**config.mk**
```make
export PLATFORM = sky130hd
export DESIGN_NAME = de_pipe_reg
export DESIGN_NICKNAME = d
export VERILOG_FILES = /design/src/rtl/de_pipe_reg.sv
export SDC_FILE = /design/constraint.sdc
export NUM_CORES = 1
export LEC_CHECK = 0
export BUFFER_PORTS_ARGS = -buffer_cell sky130_fd_sc_hd__buf_4
export CAP_MARGIN = 20
export CORE_MARGIN = 2
export CORE_UTILIZATION = 35
export DETAILED_ROUTE_END_ITERATION = 7
export SYNTH_ARGS = -nofsm -noshare
export SYNTH_HDL_FRONTEND = slang
export SYNTH_SLANG_ARGS = --single-unit
export TNS_END_PERCENT = 10
```
**constraint.sdc**
```tcl
create_clock -name clk -period 7.8 [get_ports clk]
set_input_delay 0.39 -clock clk [delete_from_list [all_inputs] [get_ports clk]]
set_output_delay 0.39 -clock clk [all_outputs]
set_load 0.05 [all_outputs]
```
**src/rtl/de_pipe_reg.sv**
```systemverilog
// D->E pipeline register: latches decoded D fields into E, drives the E-stage
// multiply/divide unit, and generates the structural stall for back-to-back mult/div use.
module de_pipe_reg #(
    parameter logic [31:0] EXC_PC  = 32'h0000_4180,
    parameter logic [3:0]  MD_NONE = 4'b1111
) (
    input  logic        clk,
    input  logic        reset,
    input  logic        Req,
    input  logic        data_stall,
    input  logic        MD_busy,
    input  logic [31:0] D_PC,
    input  logic [31:0] D_Instr,
    input  logic [31:0] D_RD1,
    input  logic [31:0] D_RD2,
    input  logic [31:0] D_EXT,
    input  logic [3:0]  D_MDCtrl,
    input  logic        D_MDStart,
    input  logic        D_BD,
    input  logic [4:0]  D_ExcCode,
    output logic        stall,
    output logic [31:0] E_PC,
    output logic [31:0] E_Instr,
    output logic [31:0] E_RD1,
    output logic [31:0] E_RD2,
    output logic [31:0] E_EXT,
    output logic [3:0]  E_MDCtrl,
    output logic        E_start,
    output logic        E_BD,
    output logic [4:0]  E_ExcCode,
    output logic [31:0] md_stall_cnt
);

    logic        d_is_md;
    logic        md_stall;

    logic [31:0] pc_q, pc_d;
    logic [31:0] instr_q, instr_d;
    logic [31:0] rd1_q, rd1_d;
    logic [31:0] rd2_q, rd2_d;
    logic [31:0] ext_q, ext_d;
    logic [3:0]  md_ctrl_q, md_ctrl_d;
    logic        start_q, start_d;
    logic        bd_q, bd_d;
    logic [4:0]  exc_code_q, exc_code_d;
    logic [31:0] md_stall_cnt_q, md_stall_cnt_d;

    // A mult/div-class instruction in D waits while the unit is busy or has just been started,
    // which also keeps E_start from ever pulsing on consecutive cycles.
    assign d_is_md  = (D_MDCtrl != MD_NONE);
    assign md_stall = d_is_md & (MD_busy | start_q);
    assign stall    = md_stall | data_stall;

    always_comb begin
        pc_d           = D_PC;
        instr_d        = D_Instr;
        rd1_d          = D_RD1;
        rd2_d          = D_RD2;
        ext_d          = D_EXT;
        md_ctrl_d      = D_MDCtrl;
        start_d        = D_MDStart;
        bd_d           = D_BD;
        exc_code_d     = D_ExcCode;
        md_stall_cnt_d = md_stall_cnt_q;

        if (Req) begin
            pc_d       = EXC_PC;
            instr_d    = '0;
            rd1_d      = '0;
            rd2_d      = '0;
            ext_d      = '0;
            md_ctrl_d  = MD_NONE;
            start_d    = 1'b0;
            bd_d       = 1'b0;
            exc_code_d = '0;
        end else if (stall) begin
            // Bubble keeps PC and delay-slot flag so an interrupt taken here gets a valid EPC.
            instr_d    = '0;
            rd1_d      = '0;
            rd2_d      = '0;
            ext_d      = '0;
            md_ctrl_d  = MD_NONE;
            start_d    = 1'b0;
            exc_code_d = '0;
        end else if (D_ExcCode != 5'd0) begin
            md_ctrl_d  = MD_NONE;
            start_d    = 1'b0;
        end

        if (md_stall && !Req && (md_stall_cnt_q != 32'hFFFF_FFFF)) begin
            md_stall_cnt_d = md_stall_cnt_q + 32'd1;
        end
    end

    always_ff @(posedge clk or posedge reset) begin
        if (reset) begin
            pc_q           <= '0;
            instr_q        <= '0;
            rd1_q          <= '0;
            rd2_q          <= '0;
            ext_q          <= '0;
            md_ctrl_q      <= MD_NONE;
            start_q        <= 1'b0;
            bd_q           <= 1'b0;
            exc_code_q     <= '0;
            md_stall_cnt_q <= '0;
        end else begin
            pc_q           <= pc_d;
            instr_q        <= instr_d;
            rd1_q          <= rd1_d;
            rd2_q          <= rd2_d;
            ext_q          <= ext_d;
            md_ctrl_q      <= md_ctrl_d;
            start_q        <= start_d;
            bd_q           <= bd_d;
            exc_code_q     <= exc_code_d;
            md_stall_cnt_q <= md_stall_cnt_d;
        end
    end

    assign E_PC         = pc_q;
    assign E_Instr      = instr_q;
    assign E_RD1        = rd1_q;
    assign E_RD2        = rd2_q;
    assign E_EXT        = ext_q;
    assign E_MDCtrl     = md_ctrl_q;
    assign E_start      = start_q;
    assign E_BD         = bd_q;
    assign E_ExcCode    = exc_code_q;
    assign md_stall_cnt = md_stall_cnt_q;

endmodule

```
After elaboration in Yosys (flattened, before gate mapping)

Cells that the tools add are included.

Reduce and logical (&&, ||, !) cells: 4
Bitwise operators: 3
Mux-type cells: 18
Equal/unequal tests: 2
Add/sub/neg operators: 1

Operators by type and width:

| kind                  | number |
|---|---|
| $mux 32               | 9 |
| $add 32x1->32 const B | 1 |
| $ne 32x32->1 const B  | 1 |
| $mux 4                | 3 |
| $mux 5                | 2 |
| $reduce_bool 5->1     | 1 |
| $mux 1                | 4 |
| $ne 4x4->1 const B    | 1 |
| $logic_and 1x1->1     | 2 |
| $or 1x1->1            | 2 |
| $and 1x1->1           | 1 |
| $logic_not 1->1       | 1 |

Flip-flop bits (word level): 203
Logic and storage cells: 38

Depth between registers and ports, before layout

Word-level depth: 5
Gate-level depth with buffers: 7
Mapped depth without buffers: 6

Worst setup path after synthesis

OpenSTA, ideal clock, no wires.

Kind: reg2reg
From: reg md_stall_cnt_q[0] (netlist: md_stall_cnt[0])
To: reg md_stall_cnt_q[22] (netlist: md_stall_cnt[22])
Period minus slack after synthesis: 2158 ps
Arrival: 2015 ps
Cell stages (with the launch flop): 7
Path buffers: 0
Setup slack: 5642 ps
Data required time: 7657 ps
Cells stage by stage: dfrtp_1 ha_1 and3_1 nand4_2 nor4_4 nand4_1 xnor2_1

Longest elaborated chain between the ends: 2

Ends and longest elaborated chain:

| item                                                  | line | text |
|---|---|---|
| start, declared                                       | 46   | `logic [31:0] md_stall_cnt_q, md_stall_cnt_d;` |
| start signal, assigned                                | 117  | `md_stall_cnt_q <= md_stall_cnt_d;` |
| branches (longest 2 deep; another with $add 32x1->32) | -    |  |

Parallel ways; which one is timed is not known.
A chain may end at the register's enable or synchronous reset.

Worst setup path after layout

From: reg md_stall_cnt_q[17] (netlist: md_stall_cnt[17])
To: reg md_stall_cnt_q[19] (netlist: md_stall_cnt[19])

Same word-level chain as after synthesis.

==> impl_metrics.yaml <==
run_status:
  run_status: "finished, final reports clean"
global_routing:
  gr-usage-met2: 0.323
  grt.busiest_layer: "met2"
  grt_pass1_wl_um: 30700
  grt_max_degree: 135
  use_met1: 0.202
  grt.total_usage: 0.185
  first_global_vias: 5231
  antenna_found_initial: 0
  grt.overflow.total: 0
  use_met3: 0.0820
finish:
  antenna_cells: 0
  drive_above_1_share: 0.487
  nets: 1077
  area_delta_synth_final_pct: 55.3
floorplan:
  io_pins: 380
  start_util: 0.355
  die_h_um: 147
  core-area_um2: 20100
  die_area_um2: 21600
  num_rows: 52
  die_x_um: 147
sta:
  period_minus_slack_ns: 2.06
  clock_skew_ns: 0.0106
  drv_slew: 0
  max_slew_margin: 0.390
  hold_viol_final: 0
  setup_viol: 0
  fmax_mhz: 486
  fin_crit_sh: 0.264
  rsz0062_at_grt: "false"
  setup_tns_ns: 0
  whs_ns: 0.0800
  worst-slew-pin-transition_ns: 0.915
placement:
  hpwl_um: 15200
  io_buffers: 379
  gp_congestion: 0.787
detailed_routing:
  avgRoutedWirePerCell_um: 17.2
  ant_nets: 0
  drtIter0Drc: 159
  routed_wl_um: 20400
  drc_errors: 0
  vias: 5129
  vias_per_cell: 4.33
  dr.pass1.iters: 4
worst_setup_path:
  r2r_cells: 5
  cp_data_arrival_time_ns: 2.48
  path_cells: "nand2_1 > nor4_4 > nand3_2 > nand4_1 > xnor2_1"
  path_max_fanout: 14
  slowest_delay_ns: 0.50
  critPathLaunchType: "flop"
  worstPathRequired_ns: 8.22
  crit_type: "reg -> reg"
  crit_path_end_kind: "flop"
  crit_slowest_cell: "dfrtp_1"
power:
  vdd_drop_max_mv: 0.150
  internal_power_w: 0.00196
  p_seq_frac: 0.426
  clkPwrFrac: 0.432
  power_leakage_nw: 5.81
  powerDensity_nw_per_um2: 238
  switching_power_w: 0.000674
  comb_power_share: 0.142
  switching_share: 0.255
synthesis:
  syn_area_um2: 7140
  synth_edf_count: 0
  synth_common_cells: "199 x dfrtp_1, 135 x and2_1, 30 x nor2b_1"
  synth_most_common_cell: "dfrtp_1"
  synth_ff_type: "dfrtp_1"
  avgSynthCellArea_um2: 13.9
  yosysWarnings: 0
  syn_inst: 514
  async_flop_share: 1.00
  netlist.area_leader.share: 0.697
  netlist_top_cells_area: "dfrtp_1 70%, and2_1 12%, xnor2_1 3.6%"
  synth_area_leader_cell: "dfrtp_1"
  synth_nets: 691
  synth.distinct_cells: 32
  ys_ff_latch: 203
  seq_area_frac_synth: 0.712
cts:
  cts_tree: "yes"
  clkTransAtPathRegs_ns: 0.06
  ctsHtreeMaxLevel: 1
  post_cts_buffers: 0
  clk_path_buf_depth: 3
  clockRootBuffer: "clkbuf_16"
  worstSkewPairLatency_ns: 0.50
  postCtsHoldBufs: 0
  cts_made_buffers: 23
  clkSinkCount: 203
  cts_resized: 0
min_path:
  hold_path_class: "in -> async"
job:
  maxCapViolations: 0
==> critical path, delay by kind of cell (launching register included) <==
kind,cells,cell delay [ns]
XOR/XNOR,1,0.13
AND/OR/NAND/NOR,4,1.36
flip-flops,1,0.50
==> layout by cell type (no fill, tap or decap), drive strengths merged, types with 8 or more instances in the layout <==
master  count
nand2      15
nor2b      30
dfrtp     199
and2      135
or2         8
buf       382
nor2        9
nand3      17
and4        9
xnor2      29
clkbuf     35
nand4      15
==> cell type report <==
type	instances	area, um^2
sequential	203	5080
timing repair buffer	382	2890
fill	1740	9010
clock buffer	35	681
multi-input combinational	287	1960
tap	270	338
inverter	3	18.8
clock inverter	5	125
==> logic make-up after synthesis <==
family          share of synthesized area
simple gates                        0.227
flops                               0.712
xor+xnor                           0.0380
buf+inv                            0.0151
compound gates                    0.00473
mux                               0.00158
fa+ha+maj                         0.00175
==> state kept, by name (all words and copies together) (netlist names), 4 cells and up <==
signal / flops
E_EXT: 32
E_MDCtrl: 4
E_Instr: 32
E_PC: 32
md_stall_cnt: 32
E_RD2: 32
E_ExcCode: 5
E_RD1: 32
==> power groups by stage <==
| stage | logic, W | clock network [W] | registers (W) |
|---|---|---|---|
| 2_1_floorplan | 0.0000647 | 0 | 0.00129 |
| 3_3_place_gp | 0.000376 | 0 | 0.00114 |
| 3_5_place_dp | 0.000379 | 0 | 0.00114 |
| 4_1_cts | 0.000379 | 0.00117 | 0.00112 |
| 5_1_grt | 0.000397 | 0.00122 | 0.00113 |
| 6_report | 0.000374 | 0.00114 | 0.00112 |
==> per-layer routing <==
metal | wire length, um | part of all wire | vias up
met1 | 7010 | 0.34 | 2438
li1 | - | - | 2408
met3 | 2380 | 0.12 | 39
met5 | 0 | 0 | -
met4 | 619 | 0.030 | 0
met2 | 10400 | 0.51 | 244
==> final timing paths <==
| check | startpoint | endpoint | slack, ns |
|---|---|---|---|
| worst max-delay path | md_stall_cnt[17] | md_stall_cnt[19] | 5.74 |
| worst min-delay path | reset | E_RD2[25] | 0.08 |
| worst max register to register | md_stall_cnt[17] | md_stall_cnt[19] | 5.74 |
| worst min register to register | md_stall_cnt[10] | md_stall_cnt[10] | 0.50 |
| max in group asynchronous | reset | E_EXT[8] | 6.27 |
| min in group clk | D_PC[7] | E_PC[7] | 0.08 |
==> stage by stage <==
stage	power, W	utilization	cell area [um^2]	std cells	worst slack [ns]
floorplan	0.00136	-	7140	514	1.88
global placement	0.00152	0.510	10300	1144	5.35
detailed placement	0.00152	0.510	10300	1144	5.27
CTS	0.00268	0.550	11100	1184	5.43
global route	0.00274	0.552	11100	1185	5.59
finish	0.00264	0.552	11100	1185	5.74
Power figures use the tool's default switching activity.
